`src/rtl/audio_mix_pkg.sv`:
```
// Shared types and constants for the audio mixer with delta-sigma DAC output.
package audio_mix_pkg;

  typedef enum logic [1:0] {
    ST_IDLE = 2'd0,
    ST_ACC  = 2'd1,
    ST_OUT  = 2'd2
  } state_e;

  localparam int GAIN_UNITY = 8;   // gain code for 1.0
  localparam int ADR_CTRL   = 15;  // control register address (mute / flag clear)
  localparam int GAIN_SHIFT = 3;   // gain fixed point: 3 fractional bits

endpackage

```
`src/rtl/dsm_mod.sv`:
```
// Delta-sigma bitstream modulator for the mixed sample.
// Build option: define DSM_2ND_ORDER_EN for a second-order error-feedback loop;
// the default build uses a first-order accumulate-and-carry modulator.
module dsm_mod #(
  parameter int MW = 12
) (
  input  logic          clk_i,
  input  logic          rst_ni,
  input  logic [MW-1:0] din_i,
  output logic          dout_o
);

`ifdef DSM_2ND_ORDER_EN
  // Sign bit plus guard bits so u = x + 2*e1 - e2 never overflows.
  localparam int EW = MW + 4;
  localparam logic signed [EW-1:0] FS   = EW'(1) <<< MW;
  localparam logic signed [EW-1:0] HALF = EW'(1) <<< (MW - 1);

  logic signed [EW-1:0] e1_q, e2_q, u, e_d;
  logic                 q;

  // Quantize the noise-shaped input and form the clamped quantization error.
  always_comb begin
    u   = $signed({4'b0000, din_i}) + (e1_q <<< 1) - e2_q;
    q   = (u >= HALF);
    e_d = q ? (u - FS) : u;
    if (e_d > FS)  e_d = FS;
    if (e_d < -FS) e_d = -FS;
  end

  // Error delay line and output bit.
  always_ff @(posedge clk_i or negedge rst_ni) begin
    if (!rst_ni) begin
      e1_q   <= '0;
      e2_q   <= '0;
      dout_o <= 1'b0;
    end else begin
      e1_q   <= e_d;
      e2_q   <= e1_q;
      dout_o <= q;
    end
  end
`else
  logic [MW-1:0] fb_q;
  logic [MW:0]   sum;

  assign sum = {1'b0, din_i} + {1'b0, fb_q};

  // Carry out of the phase accumulator is the output bit.
  always_ff @(posedge clk_i or negedge rst_ni) begin
    if (!rst_ni) begin
      fb_q   <= '0;
      dout_o <= 1'b0;
    end else begin
      fb_q   <= sum[MW-1:0];
      dout_o <= sum[MW];
    end
  end
`endif

endmodule

```
`src/rtl/audio_mixer_dsm.sv`:
```
// Multi-channel gain mixer: one multiply-accumulate per cycle, saturating
// output register, sticky clip/overrun flags and a delta-sigma bitstream.
// Build option DSM_2ND_ORDER_EN selects the second-order modulator in dsm_mod.
module audio_mixer_dsm
  import audio_mix_pkg::*;
#(
  parameter  int NCH = 6,
  parameter  int IW  = 10,
  parameter  int GW  = 4,
  localparam int MW  = IW + 2
) (
  input  logic              clk,
  input  logic              reset_n,
  input  logic              io_wr,
  input  logic [3:0]        io_adr,
  input  logic [7:0]        io_din,
  input  logic [NCH*IW-1:0] ch_in,
  input  logic              smp_stb,
  output logic [MW-1:0]     mix_out,
  output logic              dac_out,
  output logic              busy,
  output logic              clip,
  output logic              ovr
);

  localparam int AW = IW + GW + 4;

  state_e          state_q, state_d;
  logic [3:0]      idx_q;
  logic [GW-1:0]   gain_q [NCH];
  logic [IW-1:0]   snap_q [NCH];
  logic [AW-1:0]   acc_q;
  logic            mute_q, clip_q, ovr_q;

  logic            ctrl_wr, clr_flags, start, last_ch, clip_set, ovr_set;
  logic [IW-1:0]   ch_sel;
  logic [GW-1:0]   gain_sel;
  logic [AW-1:0]   prod;
  logic [MW-1:0]   mix_sat;
  logic            sat_hit;

  // Scale the accumulator by the gain shift and clamp to full scale; MSB flags a clamp.
  function automatic logic [MW:0] sat_mix(input logic [AW-1:0] a);
    logic [AW-1:0] s;
    s = a >> GAIN_SHIFT;
    if (|s[AW-1:MW]) return {1'b1, {MW{1'b1}}};
    else             return {1'b0, s[MW-1:0]};
  endfunction

  assign ctrl_wr   = io_wr && (io_adr == 4'(ADR_CTRL));
  assign clr_flags = ctrl_wr && io_din[1];
  assign busy      = (state_q != ST_IDLE);
  assign start     = smp_stb && !busy;
  assign ovr_set   = smp_stb && busy;
  assign last_ch   = (idx_q == 4'(NCH - 1));
  assign {sat_hit, mix_sat} = sat_mix(acc_q);
  assign clip_set  = (state_q == ST_OUT) && sat_hit;
  assign prod      = AW'(ch_sel) * AW'(gain_sel);
  assign clip      = clip_q;
  assign ovr       = ovr_q;

  // Pick the channel sample and live gain for the current accumulate step.
  always_comb begin
    ch_sel   = '0;
    gain_sel = '0;
    for (int k = 0; k < NCH; k++) begin
      if (idx_q == 4'(k)) begin
        ch_sel   = snap_q[k];
        gain_sel = gain_q[k];
      end
    end
  end

  // Sequencer next state: IDLE -> ACC (NCH cycles) -> OUT -> IDLE.
  always_comb begin
    state_d = state_q;
    case (state_q)
      ST_IDLE: if (smp_stb) state_d = ST_ACC;
      ST_ACC:  if (last_ch) state_d = ST_OUT;
      ST_OUT:  state_d = ST_IDLE;
      default: state_d = ST_IDLE;
    endcase
  end

  // Sequencer state register.
  always_ff @(posedge clk or negedge reset_n) begin
    if (!reset_n) state_q <= ST_IDLE;
    else          state_q <= state_d;
  end

  // Control registers: channel index, gains, mute, sticky flags, output sample.
  always_ff @(posedge clk or negedge reset_n) begin
    if (!reset_n) begin
      idx_q   <= '0;
      mute_q  <= 1'b0;
      clip_q  <= 1'b0;
      ovr_q   <= 1'b0;
      mix_out <= '0;
      for (int k = 0; k < NCH; k++) gain_q[k] <= GW'(GAIN_UNITY);
    end else begin
      if (start)                 idx_q <= '0;
      else if (state_q == ST_ACC) idx_q <= idx_q + 4'd1;
      for (int k = 0; k < NCH; k++)
        if (io_wr && (io_adr == 4'(k))) gain_q[k] <= io_din[GW-1:0];
      if (ctrl_wr) mute_q <= io_din[0];
      clip_q <= (clip_q && !clr_flags) || clip_set;
      ovr_q  <= (ovr_q  && !clr_flags) || ovr_set;
      if (state_q == ST_OUT) mix_out <= mute_q ? '0 : mix_sat;
    end
  end

  // Datapath: sample snapshot and multiply-accumulate.
  always_ff @(posedge clk) begin
    if (start) begin
      for (int k = 0; k < NCH; k++) snap_q[k] <= ch_in[k*IW +: IW];
      acc_q <= '0;
    end else if (state_q == ST_ACC) begin
      acc_q <= acc_q + prod;
    end
  end

  dsm_mod #(.MW(MW)) u_dsm (
    .clk_i  (clk),
    .rst_ni (reset_n),
    .din_i  (mix_out),
    .dout_o (dac_out)
  );

endmodule

```
`config.mk`:
```
export PLATFORM = sky130hd
export DESIGN_NAME = audio_mixer_dsm
export DESIGN_NICKNAME = d
export VERILOG_FILES = /design/src/rtl/audio_mix_pkg.sv /design/src/rtl/dsm_mod.sv /design/src/rtl/audio_mixer_dsm.sv
export SDC_FILE = /design/constraint.sdc
export NUM_CORES = 1
export LEC_CHECK = 0
export BUFFER_PORTS_ARGS = -buffer_cell sky130_fd_sc_hd__buf_2
export CAP_MARGIN = 20
export CORE_UTILIZATION = 29
export DETAILED_ROUTE_END_ITERATION = 10
export PLACE_DENSITY_LB_ADDON = 0.05
export SLEW_MARGIN = 20
export SYNTH_ARGS = -nofsm -noshare
export SYNTH_HDL_FRONTEND = slang
export SYNTH_SLANG_ARGS = --single-unit
```
`constraint.sdc`:
```
create_clock -name clk -period 6.9 [get_ports clk]
set_input_delay 0 -clock clk [delete_from_list [all_inputs] [get_ports clk]]
set_output_delay 0 -clock clk [all_outputs]
set_load 0.02 [all_outputs]
```
==> run summary, run 1 <==
run status - completed
Post-synth EDFFs - 60
fin crit share - 88.8%
final setup violation count - 0
Post-Syn Nets - 841
Clock Latency Late Sink - 0.42 ns
Max-Cap Viols - 0
Top Metal Used - met4
HP Class - in2reg
Gate Count Post-Synth - 697
Max Freq - 163 MHz
nets@finish - 997
Synth async-reset ratio - 42.6%
WL met2 - 9290 um
initial core utilization - 29.8%
Hold Slack - 0.0803 ns
fin crit period - 6.13 ns
clk buf depth - 2
Pre-Repair DR Iteration Count - 5
clk root buf - clkbuf_16
Hold Violations, Final - 0
Worst Hold Launch - io_adr[3]
Commonest cells post-synth - nor2_1, nand2_1, edfxtp_1, inv_1, dfrtp_1
ranking of synthesized cells by area - edfxtp_1, dfrtp_1, fa_1
vias in the first global route - 5,612
number of remaining DRC errors - 0
area leader, netlist - edfxtp_1
met1 WL - 8990 um
Avg WL per Cell - 15.8 um
via/cell ratio - 4.60
WL final - 19,000 um
worst reg2reg endpoint - acc_q[17]
via count - 5,498
1st-iter DRT viols - 245
R2R setup slack - 0.77 ns
Main synth FF type - edfxtp_1
worst clock skew - 0.00997 ns
IO buf count - 87
CTS resizes - 0
layout cell share with drive strength beyond 1 - 19.7%
initial antenna violation count - 0
Synth Area per Inst - 10.8 sq um
Seq/Total Area, Yosys - 48.0%
clock buffer count from CTS - 17
worst rel slew slack - 38.0%
Synth warnings - 0
CP Launch Type - register
Slew @ Worst Pin - 0.928 ns
total grt overflow - 0
Die H - 163 um
most common cell in the netlist - nor2_1
number of antenna-violating nets in the routed design - 0
row count - 58
first-pass GRT wire length - 30,400 um
Worst Setup End Kind - register
hold depth - 3
Reg2Reg Launch Point - idx_q[1]
Area Growth Syn to Fin - 27.9%
Core Region - 25,300 sq um
max-slew violation count - 0
Post-DP HPWL - 14,100 um
CP Data Required Time - 7.22 ns
CP Max Fanout - 16
Worst EP arrival - 6.45 ns
met3 WL post-DR - 515 um
top-area cell type share of the netlist area - 23.9%
All-Layer GR Usage - 15.1%
post-synth cell types - 65
antenna fix cells - 0
Die ar. - 26,700 sq um
Synth Cell Area - 7540 sq um
setup total negative slack - 0 ns
RSZ-0062 raised after global routing - no
TritonCTS clock tree - yes
CTS clock-pin slew for the worst setup and hold paths - 0.06 ns
Reg2Reg Depth - 19
Yosys reg bits - 136
worst hold endpoint - gain_q[0]
crit path kind - reg2reg
GPL Wtd Cong - 0.771
Num Clock Sinks - 136
largest net degree at the start of global routing - 62
CTS H-tree depth - 4
# IOs - 92
die width - 163 um
[sequential cells by signal, summed over array words and instances (netlist names)]
| name | flops |
|---|---|
| clip | 1 |
| ovr | 1 |
| u_dsm.fb_q | 12 |
| idx_q | 4 |
| mute_q | 1 |
| u_dsm.dout_o | 1 |
| acc_q | 18 |
| snap_q | 60 |
| mix_out | 12 |
| gain_q | 24 |
| state_q | 2 |
[cells by family (layout without fill, tap and decap cells)]
family	Yosys count	after routing	synth area share [%]
compound gates	161	161	14.9
xor+xnor	20	20	2.32
fa+ha+maj	68	68	14.1
buf+inv	80	249	4.21
flops	136	136	48.0
mux	31	31	4.66
simple gates	201	201	11.8
[cells in the final DEF, fill, tap and decap left out, drive strengths merged, types with 5 or more instances in the layout]
master and n:
nand2b 9, fa 28, o221ai 5, a21o 9, a2bb2oi 5, buf 95
ha 40, a211o 10, nand3 9, nor2 79, o31ai 12, nand2 69
dfrtp 52, dfxtp 18, nor2b 6, a21oi 25, a22oi 12, edfxtp 60
mux2 27, dfstp 6, clkbuf 25, xnor2 9, dlygate4sd3 66, xor2 11
inv 59, o22ai 7, o21ai 46, a211oi 5
[final cells by class]
| type | instances | area (sq um) |
|---|---|---|
| fill | 2467 | 15700 |
| sequential | 136 | 3620 |
| multi-input combinational | 481 | 3600 |
| timing repair buffer | 161 | 1160 |
| clock buffer | 25 | 539 |
| tap | 330 | 413 |
| inverter | 56 | 210 |
| clock inverter | 7 | 101 |
[metrics by stage]
step	instances	worst slack (ns)	cell area (sq um)	util, %
finish	1196	0.770	9650	38.1
global route	1196	0.366	9650	38.1
CTS	1196	0.726	9650	38.1
detailed placement	1098	0.769	8340	32.9
global placement	1098	0.851	8340	32.9
floorplan	697	1.69	7540	-
[metal layers]
layer	global-route usage, %	vias to the layer above
met4	4.04	0
met2	25.3	96
li1	-	2764
met1	19.8	2630
met5	0	-
met3	2.67	8
[worst max-delay path: stages (launching register included)]
cell,delay (ns)
dfrtp_1,0.42
inv_1,0.08
ha_1,0.39
nor2b_1,0.54
a22oi_1,0.15
o21ai_0,0.43
a21oi_1,0.09
a211o_1,0.30
or2_1,0.24
fa_1,0.48
fa_1,0.51
fa_1,0.51
inv_1,0.04
ha_1,0.33
and2b_2,0.24
o211ai_4,0.21
a21oi_2,0.11
o2111ai_2,0.29
mux2_4,0.34
a2111oi_4,0.30
[worst max-delay path by stage]
stage	startpoint	endpoint	slack, ns
floorplan	idx_q[0]	acc_q[17]	1.69
global placement	idx_q[1]	acc_q[17]	0.85
detailed placement	idx_q[1]	acc_q[17]	0.77
CTS	idx_q[1]	acc_q[17]	0.73
global route	idx_q[1]	acc_q[17]	0.37
finish	idx_q[1]	acc_q[17]	0.77
[timing repair]
item	in CTS	in global routing
endpoints found under the hold margin	138	0
hold buffers	66	0
buffers inserted	0	0
Power of run 1 is not shown: default switching activity piles up to over one toggle a cycle in this logic, so the estimate is an artifact.
==> run 2, diff against run 1 <==
--- a/config.mk
+++ b/config.mk
@@ -5,8 +5,11 @@
 export SDC_FILE = /design/constraint.sdc
 export NUM_CORES = 1
 export LEC_CHECK = 0
+export ABC_AREA = 1
 export BUFFER_PORTS_ARGS = -buffer_cell sky130_fd_sc_hd__buf_2
 export CAP_MARGIN = 20
+export CELL_PAD_IN_SITES_DETAIL_PLACEMENT = 1
+export CELL_PAD_IN_SITES_GLOBAL_PLACEMENT = 1
 export CORE_UTILIZATION = 29
 export DETAILED_ROUTE_END_ITERATION = 10
 export PLACE_DENSITY_LB_ADDON = 0.05
==> run 2 against run 1 <==
  * Core utilization decreased by 1.0 points
  * Global-route usage increased by 1.8 points
  * Count of clock-buffer cells in the layout decreased by 8
  * Critical path depth increased by 4
  * Via count increased by 19%
  * Cell count increased by 20%
  * Final area increased by 3.2%
  * Non-clock buffer count decreased by 1
  * Register-to-register slack improved by 0.68 ns
  * Largest cell class is now multi-input gates
  * Highest routed layer unchanged
==> run summary, run 2 <==
fin crit share - 78.9% (-9.9 points)
commonest non-fill, non-tap cell in the layout - nand2_1
initial antenna violation count - 0 (unchanged)
Reg2Reg Depth - 23 (+4)
Die H - 167 um (+2.5%)
# IOs - 92 (unchanged)
HP Class - in2reg
first-pass GRT wire length - 36,600 um (+21%)
critical path endpoint - acc_q[16]
Die ar. - 28,000 sq um (+5.0%)
Pre-Repair DR Iteration Count - 6 (+1)
post-synthesis simple-gate area fraction - 26.0% (+14 points)
Max-Cap Viols - 0 (unchanged)
Post-Syn Nets - 1,068 (+27%)
clk root buf - clkbuf_16
largest net degree at the start of global routing - 64 (+3.2%)
vias in the first global route - 6,896 (+23%)
final setup violation count - 0 (unchanged)
Num Clock Sinks - 136 (unchanged)
worst reg2reg endpoint - acc_q[16]
worst clock skew - 0.0166 ns (+0.00667 ns)
ranking of synthesized cells by area - edfxtp_1, dfrtp_1, nand2_1
1st-iter DRT viols - 207 (-16%)
antenna fix cells - 0 (unchanged)
Max Freq - 184 MHz (+13%)
Gate Count Post-Synth - 924 (+33%)
Post-CTS Repair Setup Buffers - 0 (unchanged)
number of antenna-violating nets in the routed design - 0 (unchanged)
top-area cell type share of the netlist area - 22.7% (-1.2 points)
area leader, netlist - edfxtp_1
initial core utilization - 29.5% (-0.29 points)
via/cell ratio - 4.55 (-0.94%)
number of remaining DRC errors - 0 (unchanged)
post-synth cell types - 40 (-38%)
row count - 60 (+3.4%)
die width - 167 um (+2.5%)
Worst Setup End Kind - register
RSZ-0062 raised after global routing - no
layout cell share with drive strength beyond 1 - 15.4% (-4.4 points)
Non-Filler Instances - 1,435 (+20%)
fin crit period - 5.45 ns (-0.682 ns)
CP Launch Type - register
Post-DP HPWL - 16,300 um (+16%)
Synth async-reset ratio - 42.6% (unchanged)
Post-synth EDFFs - 60 (unchanged)
CTS clock-pin slew for the worst setup and hold paths - 0.07 ns (about the same)
WL final - 22,000 um (+16%)
placed cell count - 1,336 (+22%)
Yosys reg bits - 136 (unchanged)
clock buffer count from CTS - 17 (unchanged)
Slew @ Worst Pin - 0.835 ns (-0.0928 ns)
All-Layer GR Usage - 16.9% (+1.8 points)
Seq/Total Area, Yosys - 45.7% (-2.3 points)
Reg with most FFs - snap_q
run status - completed
total grt overflow - 0 (unchanged)
Clock Latency Late Sink - 0.43 ns (about the same)
nets@finish - 1,225 (+23%)
Main synth FF type - edfxtp_1
Largest register FFs - 60 (unchanged)
crit path kind - reg2reg
Area Growth Syn to Fin - 25.6%
CTS H-tree depth - 4 (unchanged)
Setup crit start - idx_q[1]
Adder-Cell Fraction of Synth Area - 13.4% (-0.68 points)
CP Max Fanout - 16 (unchanged)
setup total negative slack - 0 ns (unchanged)
Synth Cell Area - 7930 sq um (+5.1%)
Synth warnings - 0 (unchanged)
via count - 6,535 (+19%)
Finished Core Util - 37.0% (-1.0 points)
Synth Area per Inst - 8.58 sq um (-21%)
IO buf count - 87 (unchanged)
max-slew violation count - 0 (unchanged)
Avg WL per Cell - 15.3 um (-3.2%)
mux contribution to synthesized area - 0% (-4.7 points)
Core Region - 26,900 sq um (+6.1%)
commonest cells after routing, fill and taps aside - nand2_1, inv_1, nor2_1
clk buf depth - 2 (unchanged)
largest registers - snap_q: 60 flops, gain_q: 24 flops, acc_q: 18 flops
post-synthesis xor/xnor area fraction - 1.55% (-0.78 points)
Commonest cells post-synth - nand2_1, inv_1, nor2_1, nand3_1, edfxtp_1
most common cell in the netlist - nand2_1
worst rel slew slack - 44.3% (+6.3 points)
CP Data Required Time - 7.21 ns (about the same)
R2R setup slack - 1.45 ns (+0.68 ns)
Compound-Gate Fraction of Synth Area - 6.25% (-8.6 points)
Worst Hold Launch - io_adr[3]
TritonCTS clock tree - yes
Hold Violations, Final - 0 (unchanged)
CTS resizes - 0 (unchanged)
Reg2Reg Launch Point - idx_q[1]
GPL Wtd Cong - 0.773 (+0.22%)
largest family of logic cells by synthesized area - simple AND/OR/NAND/NOR gates
Worst EP arrival - 5.76 ns (-0.69 ns)
## run 2: cell count changes in the layout (fill, tap and decap cells not counted), moves of 15 or more
cell | previous run | this run
nand2_1 | 69 | 217
nand3_1 | 9 | 93
mux2_2 | 26 | 0
or2_2 | 0 | 23
nor2_1 | 79 | 94
nand4_1 | 2 | 19
inv_1 | 55 | 118
## run 2: critical path, stage by stage (launching register included)
cell	delay [ns]
dfrtp_1	0.40
inv_1	0.09
ha_1	0.43
nor2_2	0.66
nand3_1	0.14
nand3_1	0.15
nand3_1	0.17
nand4_1	0.19
nand2_1	0.16
nor2_1	0.17
fa_1	0.45
fa_1	0.55
inv_1	0.05
fa_1	0.49
inv_1	0.04
ha_1	0.35
nand2_1	0.09
nand2_1	0.07
a21oi_1	0.26
inv_1	0.07
nor2_1	0.09
nand2_1	0.08
a21oi_1	0.13
nor2_1	0.06
## run 2: how the worst min path moves through the flow
stage	end	slack, ns	cells past startpoint
detailed placement	snap_q[0][6]	0.18	1
global placement	snap_q[0][6]	0.18	1
global route	gain_q[17]	0.04	3
floorplan	clip	-0.30	0
finish	mute_q	0.02	4
CTS	gain_q[17]	0.01	3
## run 2: logic make-up (layout without fill, tap and decap cells)
group | after synthesis | in the layout
AO/OA/AOI/OAI | 94 | 94
XOR/XNOR | 14 | 14
AND/OR/NAND/NOR | 470 | 470
buffers and inverters | 142 | 312
adder cells (fa/ha/maj) | 68 | 68
flip-flops | 136 | 136
## run 2: cell type report
| class | count | area, sq um |
|---|---|---|
| fillers | 3201 | 16900 |
| multi-input cells | 646 | 3750 |
| flip-flops and latches | 136 | 3620 |
| repair buffers | 160 | 1150 |
| inverters | 120 | 450 |
| well taps | 341 | 427 |
| clock buffers | 17 | 425 |
| clock inverters | 15 | 134 |
## run 2: what timing repair did
| item | in CTS | in global routing |
|---|---|---|
| hold buffers | 67 | 0 |
| endpoints found under the hold margin | 131 | 0 |
| endpoints found under the setup margin | 0 | 0 |
## run 2: per-stage QoR
step	worst slack, ns	hold slack [ns]	cell area, sq um
global placement	1.41	0.176	8720
finish	1.45	0.0195	9950
detailed placement	1.37	0.178	8720
floorplan	2.59	-0.296	7930
global route	0.861	0.0402	9950
CTS	1.33	0.0123	9950
## run 2: per-layer routing
metal | vias to the layer above | track usage [%] | share of wire [%] | routed length (um)
met5 | - | 0 | 0 | 0
met1 | 3119 | 21.0 | 45 | 9980
met2 | 83 | 30.4 | 52 | 11400
met3 | 18 | 2.34 | 1.8 | 386
li1 | 3315 | - | - | -
met4 | 0 | 4.59 | 1.2 | 274
Power of run 2 is left out for the same reason.
==> run 3, diff against run 2 <==
==> constraint.sdc (replaced) <==
create_clock -name clk -period 4.9 [get_ports clk]
set_input_delay 0 -clock clk [delete_from_list [all_inputs] [get_ports clk]]
set_output_delay 0 -clock clk [all_outputs]
set_load 0.02 [all_outputs]
==> run 3 against run 2 <==
  * Global-route usage is essentially flat
  * Clock skew increased by 0.0036 ns
  * Die area is the same
  * Sequential cell count did not move
  * Register-to-register slack got worse by 1.2 ns
  * First-iteration DRC count is 47% higher
  * Sequential share of layout area down 1.6 points
  * Maximum frequency rose by 18%
  * Final area increased by 4.6%
  * Count of clock-buffer cells in the layout grew 1
  * Worst hold slack improved by 0.036 ns
  * Critical endpoint is now acc_q[10]
==> run summary, run 3 (synthesis results as in run 2) <==
Finished Core Util - 38.8% (+1.7 points)
Num Clock Sinks - 136 (unchanged)
vias in the first global route - 6,808 (-1.3%)
CP Launch Type - register
worst rel slew slack - 46.7% (+2.3 points)
initial antenna violation count - 0 (unchanged)
layout cell share with drive strength beyond 1 - 20.8% (+5.4 points)
number of remaining DRC errors - 0 (unchanged)
number of antenna-violating nets in the routed design - 0 (unchanged)
R2R setup slack - 0.30 ns (-1.15 ns)
Max Freq - 217 MHz (+18%)
IO buf count - 87 (unchanged)
antenna fix cells - 0 (unchanged)
clock buffer count from CTS - 17 (unchanged)
1st-iter DRT viols - 305 (+47%)
commonest non-fill, non-tap cell in the layout - nand2_1
via count - 6,621 (+1.3%)
final setup margin - 0.302 ns (-1.15 ns)
clk root buf - clkbuf_16
fin crit share - 93.8% (+15 points)
CP max stage cell - fa_1
initial core utilization - 29.5% (unchanged)
HP Class - in2reg
CP max stage delay - 0.55 ns (-0.11 ns)
Area Growth Syn to Fin - 31.4%
row count - 60 (unchanged)
clk buf depth - 2 (unchanged)
Final Cell Area - 10,400 sq um (+4.6%)
Core Region - 26,900 sq um (unchanged)
Clock Latency Late Sink - 0.43 ns (about the same)
Max-Cap Viols - 0 (unchanged)
Avg WL per Cell - 15.4 um (+0.38%)
fin crit period - 4.60 ns (-0.850 ns)
Die H - 167 um (unchanged)
crit path kind - reg2reg
Area after DPL - 8870 sq um (+1.7%)
die width - 167 um (unchanged)
Largest register FFs - 60 (unchanged)
Slew @ Worst Pin - 0.800 ns (-0.0349 ns)
Setup crit start - idx_q[0]
Hold Violations, Final - 0 (unchanged)
worst-path cell chain - inv_1 > ha_2 > nand2_4 > buf_12 > or2_2 > nand3_2 > nand4_1 > nand2_2 > nor2_4 > fa_1 > fa_1 > inv_1 > fa_1 > inv_1 > ha_4 > nand2_1 > nor2_1 > buf_4 > nand3_1 > nand3_1 > nand2_1 > nand3_1 > nand2_1
commonest cells after routing, fill and taps aside - nand2_1, inv_1, nand3_1
largest registers - snap_q: 60 flops, gain_q: 24 flops, acc_q: 18 flops
setup slack at placement - 0.0617 ns (-1.30 ns)
Reg2Reg Launch Point - idx_q[0]
All-Layer GR Usage - 16.9% (-0.022 points)
worst clock skew - 0.0203 ns (+0.00361 ns)
first-pass GRT wire length - 36,400 um (-0.68%)
Die ar. - 28,000 sq um (unchanged)
max-slew violation count - 0 (unchanged)
Reg2Reg Depth - 23 (unchanged)
CP Data Required Time - 5.22 ns (-1.99 ns)
TritonCTS clock tree - yes
GPL Wtd Cong - 0.787 (+1.8%)
via/cell ratio - 4.54 (-0.21%)
Worst EP arrival - 4.92 ns (-0.84 ns)
CTS clock-pin slew for the worst setup and hold paths - 0.06 ns (about the same)
worst reg2reg endpoint - acc_q[10]
Post-DP HPWL - 16,600 um (+2.2%)
Pre-Repair DR Iteration Count - 4 (-2)
Worst Setup End Kind - register
# IOs - 92 (unchanged)
nets@finish - 1,247 (+1.8%)
final setup violation count - 0 (unchanged)
CP Max Fanout - 16 (unchanged)
total grt overflow - 0 (unchanged)
Reg with most FFs - snap_q
run status - completed
CTS H-tree depth - 4 (unchanged)
largest net degree at the start of global routing - 59 (-7.8%)
WL final - 22,400 um (+1.9%)
critical path endpoint - acc_q[10]
==> run 3: cell types whose count changed in the layout (fill, tap and decap cells not counted), moves of 9 or more <==
| cell | previous run | this run |
|---|---|---|
| buf_4 | 6 | 22 |
| ha_1 | 40 | 30 |
| nand2_1 | 217 | 208 |
| nor2_1 | 94 | 78 |
| nor2_2 | 2 | 15 |
==> run 3: layout make-up <==
cell class	instances	area [sq um]
fillers	3142	16500
multi-input cells	646	3960
flip-flops and latches	136	3620
repair buffers	182	1360
inverters	120	450
clock buffers	18	429
well taps	341	427
clock inverters	14	161
==> run 3: critical path, delay by kind of cell (launching register included) <==
| family | cells | cell delay (ns) |
|---|---|---|
| flops | 1 | 0.43 |
| fa+ha+maj | 5 | 2.06 |
| simple gates | 13 | 1.51 |
| buf+inv | 5 | 0.50 |
==> run 3: worst min-delay path by stage <==
stage,startpoint,slack (ns),depth (start not counted),to
finish,io_adr[3],0.06,4,ovr
global route,io_adr[3],0.11,4,ovr
CTS,io_adr[3],0.04,4,ovr
detailed placement,ch_in[6],0.18,1,snap_q[0][6]
global placement,ch_in[0],0.18,1,snap_q[0][0]
floorplan,reset_n,-0.30,0,clip
==> run 3: repair_timing <==
| item | in CTS | in global routing |
|---|---|---|
| hold buffers | 69 | 0 |
| resized for setup | 0 | 54 |
| buffers inserted | 0 | 5 |
| setup endpoints to repair | 0 | 11 |
| hold endpoints to repair | 132 | 0 |
==> run 3: per-stage QoR <==
step                hold WS (ns)  cells  setup TNS [ns]
floorplan                 -0.296    924               0
global placement           0.177   1351               0
detailed placement         0.178   1351               0
CTS                       0.0431   1452               0
global route               0.112   1457        -0.00311
finish                    0.0551   1457               0
==> run 3: routing by layer <==
metal / global-route usage [%] / up-vias / routed length, um
met5: 0 / - / 0
li1: - / 3357 / -
met2: 30.5 / 83 / 11800
met4: 3.75 / 0 / 204
met1: 20.8 / 3164 / 9990
met3: 2.84 / 17 / 478
Power of run 3 is left out for the same reason.
